File: config.mk
export PLATFORM = sky130hd
export DESIGN_NAME = calc_sequencer
export DESIGN_NICKNAME = d
export VERILOG_FILES = /design/src/rtl/calc_pkg.sv /design/src/rtl/edge_pulse.sv /design/src/rtl/calc_sequencer.sv
export SDC_FILE = /design/constraint.sdc
export NUM_CORES = 1
export LEC_CHECK = 0
export ABC_AREA = 1
export CORE_MARGIN = 2
export CORE_UTILIZATION = 30
export CTS_BUF_LIST = sky130_fd_sc_hd__clkbuf_4 sky130_fd_sc_hd__clkbuf_8
export CTS_CLUSTER_DIAMETER = 60
export DETAILED_ROUTE_END_ITERATION = 12
export GPL_TIMING_DRIVEN = 0
export PLACE_DENSITY = 0.52
export SYNTH_ARGS = -nofsm -noshare
export SYNTH_HDL_FRONTEND = slang
export SYNTH_SLANG_ARGS = --single-unit
File: constraint.sdc
create_clock -name clk -period 2.8 [get_ports clk]
set_input_delay 0.42 -clock clk [delete_from_list [all_inputs] [get_ports clk]]
set_output_delay 0.42 -clock clk [all_outputs]
set_load 0.1 [all_outputs]
File: src/rtl/calc_pkg.sv
`default_nettype none
// ============================================================================
// Module   : calc_pkg
// Brief    : Shared state encoding, error codes and opcodes for calc_sequencer.
// Revision : 1.0
// ============================================================================
package calc_pkg;

    typedef enum logic [2:0] {
        S_IDLE    = 3'd0,
        S_HAVE_A  = 3'd1,
        S_HAVE_B  = 3'd2,
        S_HAVE_AB = 3'd3,
        S_EXEC    = 3'd4,
        S_DONE    = 3'd5,
        S_ERROR   = 3'd6
    } state_t;

    localparam logic [1:0] ERR_NONE       = 2'b00;
    localparam logic [1:0] ERR_ILLEGAL_OP = 2'b01;
    localparam logic [1:0] ERR_ALU        = 2'b10;
    localparam logic [1:0] ERR_TIMEOUT    = 2'b11;

    localparam logic [1:0] OP_ADD = 2'd0;
    localparam logic [1:0] OP_SUB = 2'd1;
    localparam logic [1:0] OP_MUL = 2'd2;
    localparam logic [1:0] OP_DIV = 2'd3;

    // Operand-collection state from which operands are currently held.
    function automatic state_t haveState(input logic hasA, input logic hasB);
        case ({hasA, hasB})
            2'b10:   haveState = S_HAVE_A;
            2'b01:   haveState = S_HAVE_B;
            2'b11:   haveState = S_HAVE_AB;
            default: haveState = S_IDLE;
        endcase
    endfunction

endpackage
`default_nettype wire

File: src/rtl/edge_pulse.sv
`default_nettype none
// ============================================================================
// Module   : edge_pulse
// Brief    : Rising-edge detector; history resets to 1 so a held level is quiet.
// Revision : 1.0
// ============================================================================
module edge_pulse (
    input  logic clk,
    input  logic rst,
    input  logic i_level,
    output logic o_rise
);

    logic r_hist;

    always_ff @(posedge clk) begin
        if (rst) begin
            r_hist <= 1'b1;
        end else begin
            r_hist <= i_level;
        end
    end

    assign o_rise = i_level & ~r_hist & ~rst;

endmodule
`default_nettype wire

File: src/rtl/calc_sequencer.sv
`default_nettype none
// ============================================================================
// Module   : calc_sequencer
// Brief    : Button-driven operand load / ALU op sequencer with watchdog.
// Revision : 1.0
// ============================================================================
module calc_sequencer #(
    parameter int OP_W    = 2,
    parameter int NUM_OPS = 4,
    parameter int TIMEOUT = 255
) (
    input  logic               clk,
    input  logic               rst,
    input  logic               btnLoadA,
    input  logic               btnLoadB,
    input  logic               btnExec,
    input  logic               btnClear,
    input  logic [OP_W-1:0]    op,
    input  logic               aluDone,
    input  logic               aluErr,
    output logic               loadA,
    output logic               loadB,
    output logic [NUM_OPS-1:0] opSel,
    output logic               aluStart,
    output logic               busy,
    output logic               resultValid,
    output logic [1:0]         errCode
);
    import calc_pkg::*;

    localparam int WD_W = (TIMEOUT > 2) ? $clog2(TIMEOUT) : 1;
    localparam logic [WD_W-1:0] c_wdLast = WD_W'(TIMEOUT - 1);

    logic w_edgeA, w_edgeB, w_edgeExec, w_edgeClr;

    edge_pulse u_edgeA    (.clk(clk), .rst(rst), .i_level(btnLoadA), .o_rise(w_edgeA));
    edge_pulse u_edgeB    (.clk(clk), .rst(rst), .i_level(btnLoadB), .o_rise(w_edgeB));
    edge_pulse u_edgeExec (.clk(clk), .rst(rst), .i_level(btnExec),  .o_rise(w_edgeExec));
    edge_pulse u_edgeClr  (.clk(clk), .rst(rst), .i_level(btnClear), .o_rise(w_edgeClr));

    state_t             r_state, w_nextState;
    logic [WD_W-1:0]    r_wd, w_wd;
    logic [NUM_OPS-1:0] r_opSel, w_opSel;
    logic [1:0]         r_err, w_err;
    logic               r_loadA, r_loadB, r_start, r_busy, r_resultValid;
    logic               w_loadA, w_loadB, w_start;
    logic               w_hasA, w_hasB, w_legal;

    always_comb begin
        w_nextState = r_state;
        w_wd        = r_wd;
        w_opSel     = r_opSel;
        w_err       = r_err;
        w_loadA     = 1'b0;
        w_loadB     = 1'b0;
        w_start     = 1'b0;
        w_hasA      = (r_state == S_HAVE_A) || (r_state == S_HAVE_AB);
        w_hasB      = (r_state == S_HAVE_B) || (r_state == S_HAVE_AB);
        w_legal     = (32'(op) < NUM_OPS);

        if (w_edgeClr) begin
            w_nextState = S_IDLE;
            w_err       = ERR_NONE;
            w_opSel     = '0;
        end else begin
            case (r_state)
                S_IDLE, S_HAVE_A, S_HAVE_B, S_HAVE_AB, S_DONE: begin
                    w_loadA = w_edgeA;
                    w_loadB = w_edgeB;
                    if (w_edgeA || w_edgeB) begin
                        w_nextState = haveState(w_hasA | w_edgeA, w_hasB | w_edgeB);
                    end
                    if ((r_state == S_HAVE_AB) && w_edgeExec) begin
                        if (w_legal) begin
                            w_nextState = S_EXEC;
                            w_opSel     = NUM_OPS'(1) << op;
                            w_start     = 1'b1;
                            w_wd        = '0;
                        end else begin
                            w_nextState = S_ERROR;
                            w_opSel     = '0;
                            w_err       = ERR_ILLEGAL_OP;
                        end
                    end
                end
                S_EXEC: begin
                    // A done arriving on the timeout cycle still counts as done.
                    if (aluDone) begin
                        w_nextState = aluErr ? S_ERROR : S_DONE;
                        w_err       = aluErr ? ERR_ALU : ERR_NONE;
                    end else if (r_wd == c_wdLast) begin
                        w_nextState = S_ERROR;
                        w_err       = ERR_TIMEOUT;
                    end else begin
                        w_wd = r_wd + WD_W'(1);
                    end
                end
                default: begin
                end
            endcase
        end
    end

    always_ff @(posedge clk) begin
        if (rst) begin
            r_state       <= S_IDLE;
            r_wd          <= '0;
            r_opSel       <= '0;
            r_err         <= ERR_NONE;
            r_loadA       <= 1'b0;
            r_loadB       <= 1'b0;
            r_start       <= 1'b0;
            r_busy        <= 1'b0;
            r_resultValid <= 1'b0;
        end else begin
            r_state       <= w_nextState;
            r_wd          <= w_wd;
            r_opSel       <= w_opSel;
            r_err         <= w_err;
            r_loadA       <= w_loadA;
            r_loadB       <= w_loadB;
            r_start       <= w_start;
            r_busy        <= (w_nextState == S_EXEC);
            r_resultValid <= (w_nextState == S_DONE);
        end
    end

    assign loadA       = r_loadA;
    assign loadB       = r_loadB;
    assign opSel       = r_opSel;
    assign aluStart    = r_start;
    assign busy        = r_busy;
    assign resultValid = r_resultValid;
    assign errCode     = r_err;

endmodule
`default_nettype wire

==> run summary <==
status -> complete, no violations
Setup Fix Bufs, Post-CTS -> 0
Placed Cells -> 248
routed length per instance -> 10.50 um
Antenna Cells -> 0
Non-Filler Instances -> 252
CTS resizes -> 0
Via density -> 4.429
CTS tree -> yes
Worst path slowest cell -> clkdlybuf4s50_1
hold_buf cts -> 0
Setup Viol. Count Final -> 0
worst vdd ir -> 0.0001866 V
DRC violations left -> 0
overall power -> 741.4 uW
Synth Instances -> 178
worst path cell trace -> clkdlybuf4s50_1
Pleak -> 0.6198 nW
Fmax -> 457.2 MHz
Slew @ Worst Pin -> 0.9707 ns
CP Capture Type -> output port
RR Startpoint -> r_state[1]
ratio of final minimum period to clock period -> 78.11%
crit path launch -> errCode[1]
die span in x -> 68.97 um
Slew headroom -> 35.08%
initial antenna violation count -> 0
die height -> 68.97 um
#FFs+latches synth -> 26
pre-CTS setup slack -> 0.6865 ns
post-route ant nets -> 0
Clk Latency, worst-skew pair -> 0.28 ns
CTS sink cnt -> 26
Crit Path Max Fanout -> 2
WS Path Type -> flip-flop to output port
ratio of cells with drive above 1 in the final layout -> 8.416%
cell area after synthesis -> 1266 um^2
setup TNS -> 0 ns
clk slew on worst S/H paths -> 0.09 ns
clock buffer count from CTS -> 3
Clock Path Buffers -> 2
CP startpoint kind -> flip-flop
maxcap violations -> 0
IO Pins -> 21
synthesis warning total -> 0
Total GRT Usage -> 13.51%
# port buffers -> 20
post-synthesis cell type count -> 23
Core Footprint -> 4029 um^2
Initial Util -> 31.43%
global-route wire length before repair -> 4733 um
row cnt -> 23
Setup WS post-layout -> 0.6129 ns
vias in the first global route -> 1058
CP delay by family, top -> buffers and inverters
Hold Path Class -> flip-flop to flip-flop
HPWL after DPL -> 1926 um
Synth Net Count -> 190
routability cong. -> 0.7742
crit path DAT -> 1.77 ns
most frequent cells in the layout -> nand2_1, dfxtp_1, nor2_1
max incr delay on CP -> 1.14 ns
endpoints failing hold -> 0
hold path start -> errCode[0]
via count -> 1116
root buffer cell -> clkbuf_8
synthesis-to-finish area growth -> 26.38%
RSZ-0062 raised after global routing -> no
largest net degree at the start of global routing -> 16
Nets -> 215
Final Slew Violations -> 0
Pwr per Cell Area -> 463.3 nW/um^2
DRT iter0 DRCs -> 44
first-pass iteration count of the detailed router -> 4
total grt overflow -> 0
min Tclk post-route -> 2.187 ns
DRT Wirelength -> 2645 um
syn_area_per_cell -> 7.114 um^2
die area -> 4756 um^2
number of H-tree levels -> 1
most common cell after layout, fill and taps aside -> nand2_1
register area share after synthesis -> 41.11%
WP data required -> 2.38 ns
clock skew -> 0.008879 ns
CP Buf/Inv Count -> 1
==> tightest hold or removal path: cells and delay by family, from the launching register on <==
kind,cells,cell delay [ns]
flip-flops,1,0.32
AO/OA/AOI/OAI,1,0.05
buffers and inverters,1,0.05
==> kinds of logic after synthesis <==
kind of cell / after synthesis / share of synthesized area (%)
adder cells (fa/ha/maj): 2 / 1.976
XOR/XNOR: 3 / 2.075
AND/OR/NAND/NOR: 102 / 38.64
buffers and inverters: 24 / 7.707
flip-flops: 26 / 41.11
AO/OA/AOI/OAI: 21 / 8.498
==> per-layer routing <==
metal / routed length [um] / track usage (%) / vias to the layer above
li1: - / - / 612
met1: 1325 / 17.19 / 476
met2: 1180 / 21.75 / 24
met3: 89 / 1.948 / 4
met4: 49 / 7.598 / 0
met5: 0 / 0 / -
==> synthesized netlist by cell type <==
| library cell | number | area share [%] |
|---|---|---|
| xor2_1 | 2 | 1.4 |
| nor2_4 | 3 | 2.7 |
| nand2_1 | 49 | 15 |
| nor2_1 | 23 | 6.8 |
| o21ai_1 | 1 | 0.39 |
| dfxtp_1 | 26 | 41 |
| clkbuf_1 | 1 | 0.30 |
| buf_6 | 1 | 0.89 |
| nand3b_1 | 2 | 1.2 |
| inv_2 | 1 | 0.30 |
| o21bai_1 | 1 | 0.59 |
| nand2_2 | 1 | 0.49 |
| or2_2 | 3 | 1.5 |
| nand3_2 | 1 | 0.79 |
| inv_1 | 21 | 6.2 |
| o21ai_0 | 2 | 0.79 |
| ha_1 | 2 | 2.0 |
| nand4_1 | 3 | 1.5 |
| nand3_4 | 2 | 2.8 |
| xnor2_1 | 1 | 0.69 |
| nand3_1 | 14 | 5.5 |
| a21oi_1 | 17 | 6.7 |
| nand2_4 | 1 | 0.89 |
==> registers in the layout (all words and copies together) (netlist names) <==
name / count
aluStart: 1
busy: 1
errCode: 2
loadA: 1
loadB: 1
opSel: 4
r_state: 3
r_wd: 8
resultValid: 1
u_edgeA.r_hist: 1
u_edgeB.r_hist: 1
u_edgeClr.r_hist: 1
u_edgeExec.r_hist: 1
==> report_power, final <==
| group | switching, mW | total [mW] | leakage (nW) | internal (mW) |
|---|---|---|---|---|
| clock | 0.128 | 0.319 | 0.0357 | 0.191 |
| combinational | 0.0256 | 0.0453 | 0.373 | 0.0197 |
| sequential | 0.00255 | 0.377 | 0.211 | 0.374 |
| total | 0.156 | 0.741 | 0.620 | 0.585 |
==> path summary, 6_finish.rpt <==
check | to | slack [ns] | depth (start not counted)
setup / recovery | errCode[1] | 0.61 | 1
hold / removal | errCode[0] | 0.45 | 2
setup reg to reg | r_wd[4] | 1.33 | 7
hold reg to reg | errCode[0] | 0.45 | 2
==> through the flow <==
step	util [%]	area, um^2	hold slack (ns)
2_1_floorplan	-	1266	0.4586
3_3_place_gp	37.95	1529	0.4382
3_5_place_dp	37.95	1529	0.4471
4_1_cts	39.72	1600	0.4616
5_1_grt	39.72	1600	0.4922
6_report	39.72	1600	0.4538
==> cell type report <==
cell class | instances | area, um^2
sequential | 26 | 520.5
multi-input combinational | 128 | 648.1
tap | 50 | 62.56
clock inverter | 1 | 30.03
buffer | 2 | 15.01
clock buffer | 3 | 41.29
timing repair buffer | 20 | 200.2
fill | 436 | 2429
inverter | 22 | 82.58
Power figures use the tool's default switching activity.
